`src/rtl/chacha_decrypt_core.sv`:
```
// chacha_decrypt_core: iterative ChaCha20 keystream generator that XORs keystream words 0-7
// onto a 256-bit ciphertext block.
// Optional build macro CHACHA_DEC_UNROLL_EN: four quarter-rounds (one full round) per cycle.
module chacha_decrypt_core (
  input  logic         clk,
  input  logic         Reset,
  input  logic         Start,
  input  logic [255:0] chacha_key,
  input  logic [127:0] chacha_nonce,
  input  logic [255:0] ciphertext,
  output logic [255:0] plaintext,
  output logic         Busy,
  output logic         Done
);

  typedef logic [15:0][31:0] state_t;
  typedef enum logic [1:0] {StIdle, StRound, StFinal, StDone} fsm_e;

`ifdef CHACHA_DEC_UNROLL_EN
  localparam int QrPerCycle = 4;
  localparam logic [6:0] LastCnt = 7'd19;
`else
  localparam int QrPerCycle = 1;
  localparam logic [6:0] LastCnt = 7'd79;
`endif

  fsm_e          state_q, state_d;
  logic [6:0]    cnt_q, cnt_d;
  state_t        work_q, work_d;
  state_t        saved_q, saved_d;
  logic [255:0]  ct_q, ct_d;
  logic [255:0]  pt_q, pt_d;
  state_t        init_state;
  state_t        round_next;
  logic [1:0]    lane_base;
  logic          diag_sel;

  function automatic logic [127:0] quarter_round(input logic [31:0] a_in, input logic [31:0] b_in,
                                                 input logic [31:0] c_in, input logic [31:0] d_in);
    logic [31:0] a, b, c, d;
    a = a_in; b = b_in; c = c_in; d = d_in;
    a = a + b; d = d ^ a; d = {d[15:0], d[31:16]};
    c = c + d; b = b ^ c; b = {b[19:0], b[31:20]};
    a = a + b; d = d ^ a; d = {d[23:0], d[31:24]};
    c = c + d; b = b ^ c; b = {b[24:0], b[31:25]};
    return {a, b, c, d};
  endfunction

  // Lane l of a column round touches (l, 4+l, 8+l, 12+l); the diagonal round skews each row
  // by its row number, which reproduces (0,5,10,15), (1,6,11,12), (2,7,8,13), (3,4,9,14).
  function automatic state_t apply_qr(input state_t s, input logic [1:0] lane, input logic diag);
    logic [3:0]   ia, ib, ic, id;
    logic [127:0] r;
    state_t       o;
    ia = {2'd0, lane};
    ib = {2'd1, lane + {1'b0, diag}};
    ic = {2'd2, lane + {diag, 1'b0}};
    id = {2'd3, lane + {diag, diag}};
    r = quarter_round(s[ia], s[ib], s[ic], s[id]);
    o = s;
    o[ia] = r[127:96];
    o[ib] = r[95:64];
    o[ic] = r[63:32];
    o[id] = r[31:0];
    return o;
  endfunction

  // Initial ChaCha state: constants in words 0-3, key in 4-11, counter/nonce in 12-15.
  always_comb begin
    init_state = {chacha_nonce, chacha_key,
                  32'h6b206574, 32'h79622d32, 32'h3320646e, 32'h61707865};
  end

`ifdef CHACHA_DEC_UNROLL_EN
  assign lane_base = 2'd0;
  assign diag_sel  = cnt_q[0];
`else
  assign lane_base = cnt_q[1:0];
  assign diag_sel  = cnt_q[2];
`endif

  // Round datapath: QrPerCycle quarter-rounds on disjoint words, applied in sequence.
  always_comb begin
    round_next = work_q;
    for (int j = 0; j < QrPerCycle; j++) begin
      round_next = apply_qr(round_next, lane_base + 2'(j), diag_sel);
    end
  end

  // Next-state logic and datapath register updates.
  always_comb begin
    state_d = state_q;
    cnt_d   = cnt_q;
    work_d  = work_q;
    saved_d = saved_q;
    ct_d    = ct_q;
    pt_d    = pt_q;
    case (state_q)
      StIdle: begin
        if (Start) begin
          state_d = StRound;
          work_d  = init_state;
          saved_d = init_state;
          ct_d    = ciphertext;
          cnt_d   = '0;
        end
      end
      StRound: begin
        work_d = round_next;
        cnt_d  = cnt_q + 7'd1;
        if (cnt_q == LastCnt) state_d = StFinal;
      end
      StFinal: begin
        for (int i = 0; i < 8; i++) begin
          pt_d[32*i +: 32] = ct_q[32*i +: 32] ^ (work_q[i] + saved_q[i]);
        end
        state_d = StDone;
      end
      StDone:  state_d = StIdle;
      default: state_d = StIdle;
    endcase
  end

  // State registers with synchronous reset.
  always_ff @(posedge clk) begin
    if (Reset) begin
      state_q <= StIdle;
      cnt_q   <= '0;
      work_q  <= '0;
      saved_q <= '0;
      ct_q    <= '0;
      pt_q    <= '0;
    end else begin
      state_q <= state_d;
      cnt_q   <= cnt_d;
      work_q  <= work_d;
      saved_q <= saved_d;
      ct_q    <= ct_d;
      pt_q    <= pt_d;
    end
  end

  assign plaintext = pt_q;
  assign Busy      = (state_q == StRound) || (state_q == StFinal);
  assign Done      = (state_q == StDone);

endmodule

```
`config.mk`:
```
export PLATFORM = sky130hd
export DESIGN_NAME = chacha_decrypt_core
export DESIGN_NICKNAME = d
export VERILOG_FILES = /design/src/rtl/chacha_decrypt_core.sv
export SDC_FILE = /design/constraint.sdc
export NUM_CORES = 2
export LEC_CHECK = 0
export CORE_AREA = 2 2 465 467
export CTS_BUF_LIST = sky130_fd_sc_hd__clkbuf_4
export DETAILED_ROUTE_END_ITERATION = 8
export DIE_AREA = 0 0 467 469
export PLACE_DENSITY_LB_ADDON = 0.25
export REMOVE_ABC_BUFFERS = 1
export SETUP_SLACK_MARGIN = 0.4
export SLEW_MARGIN = 25
export SYNTH_ARGS = -nofsm -noshare
export SYNTH_HDL_FRONTEND = slang
export SYNTH_SLANG_ARGS = --single-unit
```
`constraint.sdc`:
```
create_clock -name clk -period 14.7 [get_ports clk]
set_clock_uncertainty 0.2 [all_clocks]
set_input_delay 4.41 -clock clk [delete_from_list [all_inputs] [get_ports clk]]
set_output_delay 4.41 -clock clk [all_outputs]
set_load 0.005 [all_outputs]
```
==> results.md <==
Synthesis:
- The synthesized netlist occupies a cell area of 0.0639 mm^2.
- The number of standard cells after synthesis is 7,638.
- The average cell area after synthesis is 8.37 um^2.
- During synthesis, Yosys emitted a total of 0 warnings.
- Counting flops with an async set or reset pin after synthesis yields a share of 0%.
- The top cell type by area accounts for 36.4% of the synthesized area.
- Summing the sequential cell areas from Yosys gives ~36% of the chip area.
- In this run, synthesis produced a sequential element count of 1,162.
- The most area-hungry cell type in the Yosys netlist is sky130_fd_sc_hd__dfxtp_1.
- The netlist uses 92 different library cells.
- The flip-flop cell with the highest count after synthesis is sky130_fd_sc_hd__dfxtp_1.
- By area the synthesized netlist is led by sky130_fd_sc_hd__dfxtp_1 36%, sky130_fd_sc_hd__xnor2_1 6.7%, sky130_fd_sc_hd__nor2_1 6.4%.
- In this run, synthesis inferred 0 flip-flops with an integrated enable.

Finish:
- The relative area change from synthesis to final layout is 26.8%.
- The post-route netlist has 12.2% of its cells at a drive strength greater than 1.
- The most frequent standard cell in the layout excluding fill and tap cells is sky130_fd_sc_hd__dfxtp_1.
- The multi-input logic area is 0.0390 mm^2.
- In the layout the commonest cells are 1,159 x sky130_fd_sc_hd__dfxtp_1, 1,076 x sky130_fd_sc_hd__nor2_1, 970 x sky130_fd_sc_hd__nand2_1, 899 x sky130_fd_sc_hd__clkdlybuf4s50_1, 804 x sky130_fd_sc_hd__a21oi_1.
- The number of inserted filler cells in the final layout is between 20,000 and 25,000.
- Summing all flip-flop and latch instances after layout gives 0.0233 mm^2.
- The final cell area excluding filler cells is 0.0810 mm^2.
- In the final design database the tool counted 9,581 nets.

Die:
- The die extent in y is ~470 um.
- In this run the horizontal extent of the chip is 467 um.
- The floorplan step defined a core boundary enclosing 0.214 mm^2.
- The top-level I/O count is 901.
- The number of placement rows is 170.
- The die area is ~0.22 mm^2.
- The initial utilization of the core area, before any placement, comes to 29.9%.

STA:
- The maximum achievable frequency is 72.8 MHz.
- The share of the clock period used by the worst path after layout is 93.5%.
- The number of hold violations in the final report was 0.
- The worst slew margin relative to its limit is 21.1%.
- The actual slew at the worst max-slew pin is 1.18 ns.
- The shortest period the worst path allows is 13.74 ns.
- The max-slew violation count came to 0.
- Setup violations remaining at the end of the flow were counted as 0.
- Setup repair after global routing left no endpoint under its margin.

Placed design:
- The placement-stage cell area is 0.0763 mm^2.
- The HPWL after detailed placement is 254 mm.
- Routability-driven placement finished with a final weighted congestion of around 1.0.
- During placement, the flow inserted port buffers numbering 900.

Clock network:
- The H-tree level count is 5.
- Clock-pin slew was measured on the worst setup and hold paths at 0.07 ns.
- The largest buffer count on any clock path is 4.
- Buffers inserted during clock tree synthesis total 355.
- The hold buffer count at CTS is 0.
- The library cell used as clock root buffer is sky130_fd_sc_hd__clkbuf_4.
- The clock network latency to the later pin of the worst-skew pair is approximately 1.5 ns.
- The TritonCTS clock tree is built.
- The number of clock sinks is 1,162.

Critical path:
- The worst setup path is captured at a flip-flop.
- On the worst path, the slowest cell contributes a delay of 0.58 ns.
- The startpoint class of the critical path is a flip-flop.
- The cell that appears most often on the critical path is sky130_fd_sc_hd__a21o_1.
- Along the worst path, the maximum fanout reaches 6.
- Across all register-to-register paths, the minimum setup slack is ~0.96 ns.
- The data required time at the worst endpoint is 15.77 ns.
- At the worst endpoint, the arrival time is 14.81 ns.
- The worst setup path category is reg2reg.
- For this design, the slowest cell found on the critical path is sky130_fd_sc_hd__xor2_1.

Global routing:
- Global routing consumed, over all layers together, 28.5% of the routing resources.
- The total congestion overflow is 0.
- Entering global routing, the biggest net connects 171 pins.
- The first global-routing pass estimated 449 mm of wire.
- The via count of the first global-routing pass is 60,100.
- The initial antenna violation count is 62.

Route:
- The total number of vias is 64,000.
- The first-pass iteration count of the detailed router is 6.
- The post-detailed-route DRC marker count is 0.
- The number of routed nets with antenna violations is 0.
- The detailed router finished its first iteration with about 6,000 violations.
- Dividing the detail-routed wire length by the instance count gives approximately 28 um.
- The average vias per placed instance is 5.47.
- Wires add up to 326 mm.

Status:
- The flow ran to the end, and the final reports show no timing, DRC or antenna violations.

Flow run:
- Max-cap violations in this run came to 0.

Min path:
- The type of the tightest min-delay check is reg2reg.
[area by class of cell]
| class | instances | area share, % |
|---|---|---|
| flip-flops and latches | 1162 | 28.7 |
| clock inverters | 76 | 0.451 |
| well taps | 2838 | 4.38 |
| repair buffers | 1086 | 13.0 |
| multi-input cells | 5888 | 48.1 |
| inverters | 117 | 0.550 |
| clock buffers | 503 | 4.66 |
| diodes | 46 | 0.142 |
[timing repair]
| item | in CTS | in global routing |
|---|---|---|
| cloned | 0 | 0 |
| pin swaps | 2 | 2 |
| setup endpoints to repair | 67 | 174 |
| resized for setup | 9 | 32 |
| setup buffers | 3 | 5 |
[kinds of logic (layout without fill, tap and decap cells)]
family / Yosys count / after routing / synth area share [%]
AND/OR/NAND/NOR: 2553 / 2553 / 16.7
AO/OA/AOI/OAI: 2100 / 2100 / 21.3
flip-flops: 1162 / 1162 / 36.4
XOR/XNOR: 713 / 713 / 10.1
buffers and inverters: 588 / 1782 / 3.48
adder cells (fa/ha/maj): 328 / 328 / 6.53
multiplexers: 194 / 194 / 5.55
other: 0 / 46 / 0
[worst max-delay path: cells and delay by family, from the launching register on]
family | cells | cell delay (ns)
and+or+nand+nor | 9 | 1.78
AOI/OAI and AO/OA | 20 | 5.08
adders and majority gates | 5 | 1.78
muxes | 1 | 0.57
xor gates and xnor gates | 10 | 3.11
buffers and inverters | 4 | 0.52
DFF | 1 | 0.45
[synth_stat cells (all sizes together) (128+ instances only)]
cell type / n
clkbuf: 420
nand2: 975
a21o: 139
ha: 319
xor2: 211
a21oi: 810
dfxtp: 1162
a211oi: 226
xnor2: 494
nor2: 1085
o21ai: 312
mux4: 128
[routing by layer]
metal / wire length (um) / global-route usage (%) / up-vias
met5: 145 / 0 / -
li1: - / - / 29300
met2: 145000 / 43.6 / 3029
met4: 15400 / 14.5 / 26
met1: 139000 / 37.6 / 31100
met3: 26200 / 6.24 / 547
[worst paths after layout]
check / start / to / cells after the start
max: cnt_q[2] / work_q[226] / 49
min: saved_q[187] / saved_q[187] / 2
max reg2reg: cnt_q[2] / work_q[226] / 49
min reg2reg: saved_q[187] / saved_q[187] / 2
[registers in the layout, indices dropped and copies added (netlist names)]
name and count:
saved_q 129, state_q 2, cnt_q 7, plaintext 256, ct_q 256, work_q 512
[stage by stage]
| step | util, % | hold slack (ns) | cells | worst slack [ns] | TNS, ns |
|---|---|---|---|---|---|
| 6_report | 37.9 | 0.259 | 11700 | 0.957 | 0 |
| 5_1_grt | 37.9 | 0.275 | 11700 | 0.367 | 0 |
| 4_1_cts | 37.7 | 0.260 | 11700 | 0.409 | 0 |
| 3_5_place_dp | 35.7 | 0.251 | 11100 | -0.200 | -0.709 |
| 3_3_place_gp | 35.7 | 0.243 | 11100 | 0.0605 | 0 |
| 2_1_floorplan | - | 0.234 | 7167 | -8.24 | -3534.32 |
Power is left out: the tool's default activity adds up to more than one toggle a clock period on the data nets, which glitch-free logic cannot reach.
